$ cat src/rtl/multicycle_control.sv
// Multi-cycle RV32I control FSM: sequences fetch/decode/execute/memory/writeback,
// drives datapath enables and mux selects, resolves branches, waits on the memory
// handshake (with optional timeout), traps illegal encodings and counts retirements.
//
// Handshake: mem_req is held high for the whole access; the access completes in the
// cycle where mem_req and mem_ready are both high, and only then do the access
// enables (IRWrite/PCWrite in FETCH, MemWrite in MEMWRITE) fire. mem_ready is
// ignored outside mem_req states.
module multicycle_control #(
  parameter int CNT_W       = 32,
  parameter int MEM_TIMEOUT = 0,
  parameter bit TRAP_HALT   = 1'b1
) (
  input  logic             clk,
  input  logic             reset,
  input  logic [6:0]       op,
  input  logic [2:0]       funct3,
  input  logic             zero,
  input  logic             lt,
  input  logic             ltu,
  input  logic             mem_ready,
  output logic             mem_req,
  output logic             IRWrite,
  output logic             PCWrite,
  output logic             RegWrite,
  output logic             MemWrite,
  output logic             AdrSrc,
  output logic [1:0]       ALUSrcA,
  output logic [1:0]       ALUSrcB,
  output logic [1:0]       ALUOp,
  output logic [1:0]       ResultSrc,
  output logic [2:0]       ImmSrc,
  output logic [2:0]       Load,
  output logic [1:0]       Store,
  output logic             illegal,
  output logic             bus_err,
  output logic [CNT_W-1:0] retired,
  output logic [3:0]       state_dbg
);

  localparam logic [3:0] S_FETCH     = 4'd0;
  localparam logic [3:0] S_DECODE    = 4'd1;
  localparam logic [3:0] S_MEMADR    = 4'd2;
  localparam logic [3:0] S_MEMREAD   = 4'd3;
  localparam logic [3:0] S_MEMWB     = 4'd4;
  localparam logic [3:0] S_MEMWRITE  = 4'd5;
  localparam logic [3:0] S_EXEC_R    = 4'd6;
  localparam logic [3:0] S_EXEC_I    = 4'd7;
  localparam logic [3:0] S_ALUWB     = 4'd8;
  localparam logic [3:0] S_BRANCH    = 4'd9;
  localparam logic [3:0] S_JAL       = 4'd10;
  localparam logic [3:0] S_JALR      = 4'd11;
  localparam logic [3:0] S_JALR_LINK = 4'd12;
  localparam logic [3:0] S_UPPER     = 4'd13;
  localparam logic [3:0] S_TRAP      = 4'd14;

  localparam logic [6:0] OP_LOAD  = 7'b0000011;
  localparam logic [6:0] OP_STORE = 7'b0100011;
  localparam logic [6:0] OP_R     = 7'b0110011;
  localparam logic [6:0] OP_I     = 7'b0010011;
  localparam logic [6:0] OP_BR    = 7'b1100011;
  localparam logic [6:0] OP_JAL   = 7'b1101111;
  localparam logic [6:0] OP_JALR  = 7'b1100111;
  localparam logic [6:0] OP_LUI   = 7'b0110111;
  localparam logic [6:0] OP_AUIPC = 7'b0010111;

  // Wait counter only needs to reach MEM_TIMEOUT-1; the timeout fires on that cycle.
  localparam int           TW        = (MEM_TIMEOUT > 1) ? $clog2(MEM_TIMEOUT) : 1;
  localparam bit           TO_EN     = (MEM_TIMEOUT > 0);
  localparam logic [TW-1:0] WAIT_LAST = TW'((MEM_TIMEOUT > 0) ? MEM_TIMEOUT - 1 : 0);

  logic [3:0]    state, state_next;
  logic [TW-1:0] wait_cnt;
  logic          trap_ill, trap_bus;
  logic          is_mem, timeout, taken;

  // Timeout detection and branch resolution
  always_comb begin
    is_mem  = (state == S_FETCH) || (state == S_MEMREAD) || (state == S_MEMWRITE);
    timeout = TO_EN && is_mem && !mem_ready && (wait_cnt == WAIT_LAST);
    case (funct3)
      3'b000:  taken = zero;
      3'b001:  taken = !zero;
      3'b100:  taken = lt;
      3'b101:  taken = !lt;
      3'b110:  taken = ltu;
      3'b111:  taken = !ltu;
      default: taken = 1'b0;
    endcase
  end

  // Next-state logic, including decode-time legality checks
  always_comb begin
    state_next = state;
    case (state)
      S_FETCH:     if (timeout) state_next = S_TRAP;
                   else if (mem_ready) state_next = S_DECODE;
      S_DECODE: begin
        case (op)
          OP_LOAD:  state_next = (funct3 == 3'b011 || funct3[2:1] == 2'b11) ? S_TRAP : S_MEMADR;
          OP_STORE: state_next = (funct3 >= 3'b011) ? S_TRAP : S_MEMADR;
          OP_R:     state_next = S_EXEC_R;
          OP_I:     state_next = S_EXEC_I;
          OP_BR:    state_next = (funct3[2:1] == 2'b01) ? S_TRAP : S_BRANCH;
          OP_JAL:   state_next = S_JAL;
          OP_JALR:  state_next = S_JALR;
          OP_LUI,
          OP_AUIPC: state_next = S_UPPER;
          default:  state_next = S_TRAP;
        endcase
      end
      S_MEMADR:    state_next = op[5] ? S_MEMWRITE : S_MEMREAD;
      S_MEMREAD:   if (timeout) state_next = S_TRAP;
                   else if (mem_ready) state_next = S_MEMWB;
      S_MEMWB:     state_next = S_FETCH;
      S_MEMWRITE:  if (timeout) state_next = S_TRAP;
                   else if (mem_ready) state_next = S_FETCH;
      S_EXEC_R,
      S_EXEC_I:    state_next = S_ALUWB;
      S_ALUWB:     state_next = S_FETCH;
      S_BRANCH:    state_next = S_FETCH;
      S_JAL:       state_next = S_ALUWB;
      S_JALR:      state_next = S_JALR_LINK;
      S_JALR_LINK: state_next = S_ALUWB;
      S_UPPER:     state_next = S_ALUWB;
      S_TRAP:      state_next = TRAP_HALT ? S_TRAP : S_FETCH;
      default:     state_next = S_FETCH;
    endcase
  end

  // State, wait counter, trap cause and retirement registers
  always_ff @(posedge clk or negedge reset) begin
    if (!reset) begin
      state    <= S_FETCH;
      wait_cnt <= '0;
      trap_ill <= 1'b0;
      trap_bus <= 1'b0;
      retired  <= '0;
    end else begin
      state <= state_next;
      if (TO_EN && is_mem && !mem_ready && !timeout) wait_cnt <= wait_cnt + TW'(1);
      else wait_cnt <= '0;
      if (state == S_DECODE && state_next == S_TRAP) trap_ill <= 1'b1;
      else if (timeout) trap_bus <= 1'b1;
      else if (state == S_TRAP && state_next == S_FETCH) begin
        trap_ill <= 1'b0;
        trap_bus <= 1'b0;
      end
      if (state_next == S_FETCH && state != S_FETCH && state != S_TRAP)
        retired <= retired + CNT_W'(1);
    end
  end

  // Per-state datapath controls; everything held low while reset is asserted
  always_comb begin
    mem_req = 1'b0; IRWrite = 1'b0; PCWrite = 1'b0; RegWrite = 1'b0; MemWrite = 1'b0;
    AdrSrc = 1'b0; ALUSrcA = 2'b00; ALUSrcB = 2'b00; ALUOp = 2'b00; ResultSrc = 2'b00;
    if (reset) begin
      case (state)
        S_FETCH: begin
          mem_req = 1'b1; ALUSrcB = 2'b10; ResultSrc = 2'b10;
          IRWrite = mem_ready; PCWrite = mem_ready;
        end
        S_DECODE:    begin ALUSrcA = 2'b01; ALUSrcB = 2'b01; end
        S_MEMADR:    begin ALUSrcA = 2'b10; ALUSrcB = 2'b01; end
        S_MEMREAD:   begin mem_req = 1'b1; AdrSrc = 1'b1; end
        S_MEMWB:     begin ResultSrc = 2'b01; RegWrite = 1'b1; end
        S_MEMWRITE:  begin mem_req = 1'b1; AdrSrc = 1'b1; MemWrite = mem_ready; end
        S_EXEC_R:    begin ALUSrcA = 2'b10; ALUOp = 2'b10; end
        S_EXEC_I:    begin ALUSrcA = 2'b10; ALUSrcB = 2'b01; ALUOp = 2'b10; end
        S_ALUWB:     RegWrite = 1'b1;
        S_BRANCH:    begin ALUSrcA = 2'b10; ALUOp = 2'b01; PCWrite = taken; end
        S_JAL:       begin PCWrite = 1'b1; ALUSrcA = 2'b01; ALUSrcB = 2'b10; end
        S_JALR: begin
          ALUSrcA = 2'b10; ALUSrcB = 2'b01; ResultSrc = 2'b10; PCWrite = 1'b1;
        end
        S_JALR_LINK: begin ALUSrcA = 2'b01; ALUSrcB = 2'b10; end
        S_UPPER: begin
          ALUSrcA = (op == OP_LUI) ? 2'b11 : 2'b01; ALUSrcB = 2'b01;
        end
        default: ;
      endcase
    end
  end

  // Immediate format and load/store size, decoded from the instruction in every state
  always_comb begin
    case (op)
      OP_STORE:         ImmSrc = 3'b001;
      OP_BR:            ImmSrc = 3'b010;
      OP_JAL:           ImmSrc = 3'b011;
      OP_LUI, OP_AUIPC: ImmSrc = 3'b100;
      default:          ImmSrc = 3'b000;
    endcase
    case (funct3)
      3'b001:  Load = 3'b001;
      3'b010:  Load = 3'b010;
      3'b100:  Load = 3'b011;
      3'b101:  Load = 3'b100;
      default: Load = 3'b000;
    endcase
    case (funct3)
      3'b001:  Store = 2'b01;
      3'b010:  Store = 2'b10;
      default: Store = 2'b00;
    endcase
  end

  assign illegal   = (state == S_TRAP) && trap_ill;
  assign bus_err   = (state == S_TRAP) && trap_bus;
  assign state_dbg = state;

endmodule

$ cat config.mk
export PLATFORM = sky130hd
export DESIGN_NAME = multicycle_control
export DESIGN_NICKNAME = d
export VERILOG_FILES = /design/src/rtl/multicycle_control.sv
export SDC_FILE = /design/constraint.sdc
export NUM_CORES = 1
export LEC_CHECK = 0
export CAP_MARGIN = 20
export CORE_AREA = 2 2 83 85
export DETAILED_ROUTE_END_ITERATION = 10
export DIE_AREA = 0 0 85 87
export GPL_TIMING_DRIVEN = 1
export PLACE_DENSITY_LB_ADDON = 0.08
export SKIP_CTS_REPAIR_TIMING = 1
export SLEW_MARGIN = 40
export SYNTH_ARGS = -nofsm -noshare
export SYNTH_HDL_FRONTEND = slang
export SYNTH_SLANG_ARGS = --single-unit
$ cat constraint.sdc
create_clock -name clk -period 2.38 [get_ports clk]
set_clock_uncertainty 0.2 [all_clocks]
set_input_delay 0.476 -clock clk [delete_from_list [all_inputs] [get_ports clk]]
set_output_delay 0.476 -clock clk [all_outputs]
set_load 0.02 [all_outputs]
==> flow_metrics.py, run 1 <==
metrics = {
    "timing": {
        "fmax_ghz": 0.393,
        "setup_ws_ns": -0.163,
        "timing.final.crit_share_pct": 107,
        "hold_viol": 0,
        "rsz0062_at_grt": "yes",
        "min_period_ns": 2.54,
        "drv_slew": 0,
        "finalSetupViolations": 31,
        "setup_tns_ns": -3.29,
    },
    "logic_synthesis": {
        "yosysMostFrequentCell": "dfrtp_1",
        "synth_nets": 301,
        "synthTopCellsByArea": "dfrtp_1 37%, xor2_1 11%, nor3_1 3.8%, nand3_1 3.4%, nor2_1 3.0%",
        "synthCells": 284,
        "yosysTopAreaCell": "dfrtp_1",
        "yosysWarnings": 0,
        "synthDistinctLibCells": 56,
        "ys_seq_area_share_pct": 37.1,
        "synth_top_area_share_pct": 37.1,
        "async_reset_ff_share_pct": 100,
        "synthFlopType": "dfrtp_1",
        "synth_area_sq_um": 2500,
        "synth.avg_cell_area_sq_um": 8.80,
        "ys_top_cells_by_count": "37 x dfrtp_1, 30 x xor2_1, 20 x nor2_1",
        "ys_seq_elements": 37,
        "synth-edff-count": 0,
    },
    "routing": {
        "highest_layer": "met4",
        "post_drt_wl_per_cell_um": 14.3,
        "met2_length_um": 3540,
        "drt_drc_violations_left": 0,
        "vias": 2680,
        "drt_iter0_drc": 125,
        "routed_via_density": 5.25,
        "final_antenna_net_count": 0,
        "wl_met3_um": 259,
        "drt-met1-wl_um": 3420,
        "dr.pass1.iters": 4,
        "routed_wirelength_um": 7280,
    },
    "layout": {
        "fin_nets": 446,
        "fillCellCount": 539,
        "post-route-util_pct": 68.4,
        "drive_gt1_share_pct": 36.7,
        "antennaDiodeCount": 0,
        "syn2layout_area_growth_pct": 79.8,
        "fin_cells": 510,
        "fin_area_sq_um": 4490,
    },
    "clocking": {
        "clk-insertion-delay-late_ns": 0.29,
        "htree_levels": 2,
        "cts.sinks": 37,
        "numCtsBuffers": 5,
        "clk_path_buf_depth": 2,
        "cts_tree": "done",
        "root_buffer": "clkbuf_8",
        "path_clk_slew_ns": 0.07,
    },
    "global_routing": {
        "antenna_found_initial": 0,
        "grt_pass1_wl_um": 10900,
        "grt_pass1_vias": 2319,
        "grtUsageTotal_pct": 17.9,
        "grt_max_degree": 38,
        "overflow": 0,
    },
    "worst_setup_path": {
        "cp-start-kind": "input pin",
        "cp.required_ns": 1.70,
        "end_kind": "primary output",
        "cp_max_fo": 1,
        "path_class": "in2out",
        "critPathArrivalTime_ns": 1.87,
    },
    "place": {
        "portBuffers": 74,
        "post_dp_cell_area_sq_um": 3910,
        "dp_hpwl_um": 5050,
        "dp.cells": 477,
        "gp_congestion": 0.809,
    },
    "die": {
        "num_io_pins": 76,
        "die_y_um": 87,
        "die_w_um": 85,
        "die-area_sq_um": 7400,
        "core_area_sq_um": 6570,
        "start_util_pct": 38.0,
        "row_count": 30,
    },
    "power": {
        "power_density_nw_per_um2": 869,
        "fin_total_pwr_w": 0.00391,
        "ir_drop_mv": 0.683,
        "p_leak_nw": 2.50,
    },
    "outcome": {
        "status": "complete, but fails checks",
        "violations": "negative setup slack",
    },
    "hold_path": {
        "holdCritPathClass": "in2async",
    },
    "flow_run": {
        "max_cap_viol_count": 0,
    },
}
## registers in the layout, indices dropped and copies added, names as in the netlist
name,flops
retired,32
state_dbg,4
trap_ill,1
## worst max-delay path: stages
cell and delay (ns):
clkdlybuf4s50_1 0.45, mux2i_1 0.06, o21ai_1 0.14, xor2_1 0.20, and3_1 0.19, o21ai_1 0.07
a21oi_1 0.13, buf_4 0.16
## cell usage in the layout, fill, tap and decap left out, drive strengths merged, types with 10 or more instances in the layout
master,synthesis,routed
and3,11,11
dlymetal6s2s,0,24
a21oi,10,10
xor2,30,30
dfrtp,37,37
nand2,17,17
o21ai,11,11
buf,12,85
clkbuf,7,15
nand3,17,17
clkdlybuf4s50,0,41
nor3,19,19
nor2,20,20
## area by class of cell
type	count	area [sq um]	share of cell area, %
Inverter	8	30.0	0.668
Sequential cell	37	930	20.7
Timing Repair Buffer	157	1500	33.3
Tap cell	80	100	2.23
Clock buffer	8	90.1	2.01
Multi-Input combinational cell	220	1850	41.1
## worst paths after layout
path                         startpoint           end  slack (ns)  depth (start not counted)
setup / recovery                     lt       PCWrite       -0.16                          8
hold / removal                    reset    retired[9]        0.20                          3
setup reg to reg           state_dbg[2]   retired[30]       -0.14                         10
hold reg to reg             retired[31]   retired[31]        0.27                          1
max in group asynchronous         reset  state_dbg[0]        1.43                          3
min in group clk            retired[31]   retired[31]        0.27                          1
## layer usage
layer | global-route usage, % | vias up
li1 | - | 1292
met1 | 26.0 | 1326
met2 | 27.7 | 57
met3 | 3.60 | 5
met4 | 4.04 | 0
met5 | 0 | -
## logic make-up after synthesis
kind of cell               share of synthesized area (%)
AOI/OAI and AO/OA                                   10.4
xor gates and xnor gates                            13.3
adders and majority gates                          0.501
buffers and inverters                               5.01
DFF                                                 37.1
muxes                                               1.25
other                                              0.150
and+or+nand+nor                                     32.3
## where the power goes
part | internal [W] | total, W | switching, W
combinational | 0.00140 | 0.00260 | 0.00121
sequential | 0.000719 | 0.000845 | 0.000126
clock | 0.000236 | 0.000456 | 0.000219
## through the flow
stage               setup slack (ns)  hold WS [ns]
global placement              -0.799         0.255
floorplan                    -0.0776       -0.0196
detailed placement            -0.812         0.269
CTS                           -0.809         0.218
finish                        -0.163         0.195
global route                  -0.294         0.247
Power figures use the tool's default switching activity.
==> inputs of run 2 (changes only) <==
ABC_CLOCK_PERIOD_IN_PS = 2380   (was unset)
CAP_MARGIN = unset   (was 20)
==> results of run 2 <==
No change in the layout: final DEF, timing and power equal those of run 1.
==> inputs of run 3 (changes only) <==
ABC_CLOCK_PERIOD_IN_PS = 2300   (was 2380)
CORE_AREA = 5 5 86 88   (was 2 2 83 85)
DIE_AREA = 0 0 91 93   (was 0 0 85 87)
RECOVER_POWER = 100   (was unset)
clock period = 2.3 ns   (was 2.38 ns; I/O delays follow)
==> flow_metrics.py, run 3 (synthesis gave the netlist of run 1 again) <==
metrics = {
    "outcome": {
        "status": "complete, but fails checks",
        "violations": "negative setup slack",
    },
    "layout": {
        "largest_register_ff_count": 32,
        "fin_nets": 448,
        "final_cell_mix": "73 x buf_4, 35 x dfrtp_1, 34 x dlygate4sd3_1",
        "multi_input_area_sq_um": 1930,
        "syn2layout_area_growth_pct": 79.3,
        "mostFrequentLayoutCell": "buf_4",
        "drive_gt1_share_pct": 40.0,
        "fin_cells": 512,
        "largest-register": "retired",
        "fillCellCount": 540,
        "seqCellArea_sq_um": 928,
        "antennaDiodeCount": 0,
    },
    "die": {
        "row_count": 30,
        "num_io_pins": 76,
        "die-area_sq_um": 8460,
        "start_util_pct": 38.0,
        "core_area_sq_um": 6570,
        "die_w_um": 91,
        "die_y_um": 93,
    },
    "routing": {
        "dr.pass1.iters": 4,
        "post_drt_wl_per_cell_um": 15.2,
        "wl_met3_um": 295,
        "highest_layer": "met4",
        "routed_wirelength_um": 7780,
        "drt-met1-wl_um": 3580,
        "drt_iter0_drc": 78,
        "vias": 2630,
        "met2_length_um": 3820,
        "routed_via_density": 5.14,
        "drt_drc_violations_left": 0,
        "final_antenna_net_count": 0,
    },
    "timing": {
        "slew_headroom_pct": 36.8,
        "drv_slew": 0,
        "rsz0062_at_grt": "yes",
        "min_period_ns": 2.50,
        "setup_ws_ns": -0.197,
        "tightest_slew_ns": 0.948,
        "fmax_ghz": 0.401,
        "hold_viol": 0,
        "timing.final.crit_share_pct": 109,
        "finalSetupViolations": 34,
    },
    "power": {
        "power.share.sequential_pct": 21.7,
        "power_density_nw_per_um2": 908,
        "clockPowerShare_pct": 11.6,
        "fin_total_pwr_w": 0.00407,
        "p_int_w": 0.00237,
        "p_leak_nw": 2.38,
        "swShare_pct": 41.9,
        "ir_drop_mv": 0.769,
        "p_sw_w": 0.00170,
        "pwr-share-comb_pct": 66.7,
    },
    "clocking": {
        "clk-insertion-delay-late_ns": 0.29,
        "numCtsBuffers": 5,
        "htree_levels": 2,
        "path_clk_slew_ns": 0.07,
        "clk_path_buf_depth": 2,
        "root_buffer": "clkbuf_8",
        "cts_tree": "done",
        "cts.sinks": 37,
    },
    "global_routing": {
        "grt_max_degree": 38,
        "grt_pass1_wl_um": 11900,
        "grtUsageTotal_pct": 16.7,
        "antenna_found_initial": 0,
        "overflow": 0,
        "grt_pass1_vias": 2485,
    },
    "hold_path": {
        "worstHoldStart": "retired[31]",
        "whs_path_depth": 1,
        "whs_endpoint": "retired[31]",
        "holdCritPathClass": "reg2reg",
    },
    "worst_setup_path": {
        "end_kind": "flop",
        "critPathArrivalTime_ns": 2.47,
        "slowest_stage": "or4b_4",
        "ff2ff_path_depth": 7,
        "setup.worst_path.start": "state_dbg[2]",
        "cp_max_fo": 7,
        "r2r_slack_ns": -0.20,
        "path_common_cell": "buf_4",
        "reg2reg_from": "state_dbg[2]",
        "cp-start-kind": "flop",
        "r2r_end": "retired[1]",
        "path_class": "reg2reg",
        "critPathMaxStageDelay_ns": 0.56,
        "crit_chain": "or4b_4 > buf_4 > o221ai_2 > buf_4 > nand4bb_4 > buf_6 > mux2_4",
        "cp.required_ns": 2.27,
    },
    "place": {
        "dpl_worst_slack_ns": -0.824,
        "portBuffers": 74,
        "dp_hpwl_um": 5400,
        "gp_congestion": 0.839,
        "dp.cells": 488,
    },
    "flow_run": {
        "max_cap_viol_count": 0,
    },
}
[run 3: critical path, delay by kind of cell, from the launching register on]
kind	cells	cell delay, ns
DFF	1	0.46
muxes	1	0.29
AOI/OAI and AO/OA	1	0.23
and+or+nand+nor	2	0.76
buffers and inverters	3	0.43
[run 3: power by group through the flow]
stage / clock network [W] / registers, W / logic (W)
global placement: 0 / 0.000890 / 0.00196
global route: 0.000506 / 0.000898 / 0.00292
CTS: 0.000479 / 0.000878 / 0.00198
detailed placement: 0 / 0.000887 / 0.00198
floorplan: 0 / 0.000935 / 0.00116
finish: 0.000472 / 0.000882 / 0.00272
[run 3: worst max path at each step]
stage	slack, ns	depth (start not counted)	end
after floorplan	-0.14	8	retired[1]
after CTS	-0.82	8	PCWrite
final	-0.20	7	retired[1]
after detailed placement	-0.82	8	PCWrite
after global routing	-0.31	10	retired[30]
after global placement	-0.82	8	PCWrite
[run 3: cell type report]
class | count | area share, %
clock buffers | 8 | 2.01
inverters | 8 | 0.670
multi-input cells | 221 | 43.1
flip-flops and latches | 37 | 20.7
well taps | 80 | 2.23
repair buffers | 158 | 31.2
[run 3: metal layers]
metal	vias to the layer above	GRT usage (%)
li1	1305	-
met1	1265	22.6
met2	51	27.8
met3	9	3.06
met4	0	3.67
met5	-	0
[run 3: per-stage QoR]
stage / instance area [sq um] / util (%) / hold slack (ns) / setup TNS [ns]
6_report: 4480 / 68.2 / 0.269 / -3.78
5_1_grt: 4480 / 68.2 / 0.310 / -8.10
4_1_cts: 4070 / 61.9 / 0.200 / -24.24
3_5_place_dp: 3980 / 60.6 / 0.265 / -30.61
3_3_place_gp: 3980 / 60.6 / 0.260 / -29.18
2_1_floorplan: 2760 / - / -0.0356 / -3.10
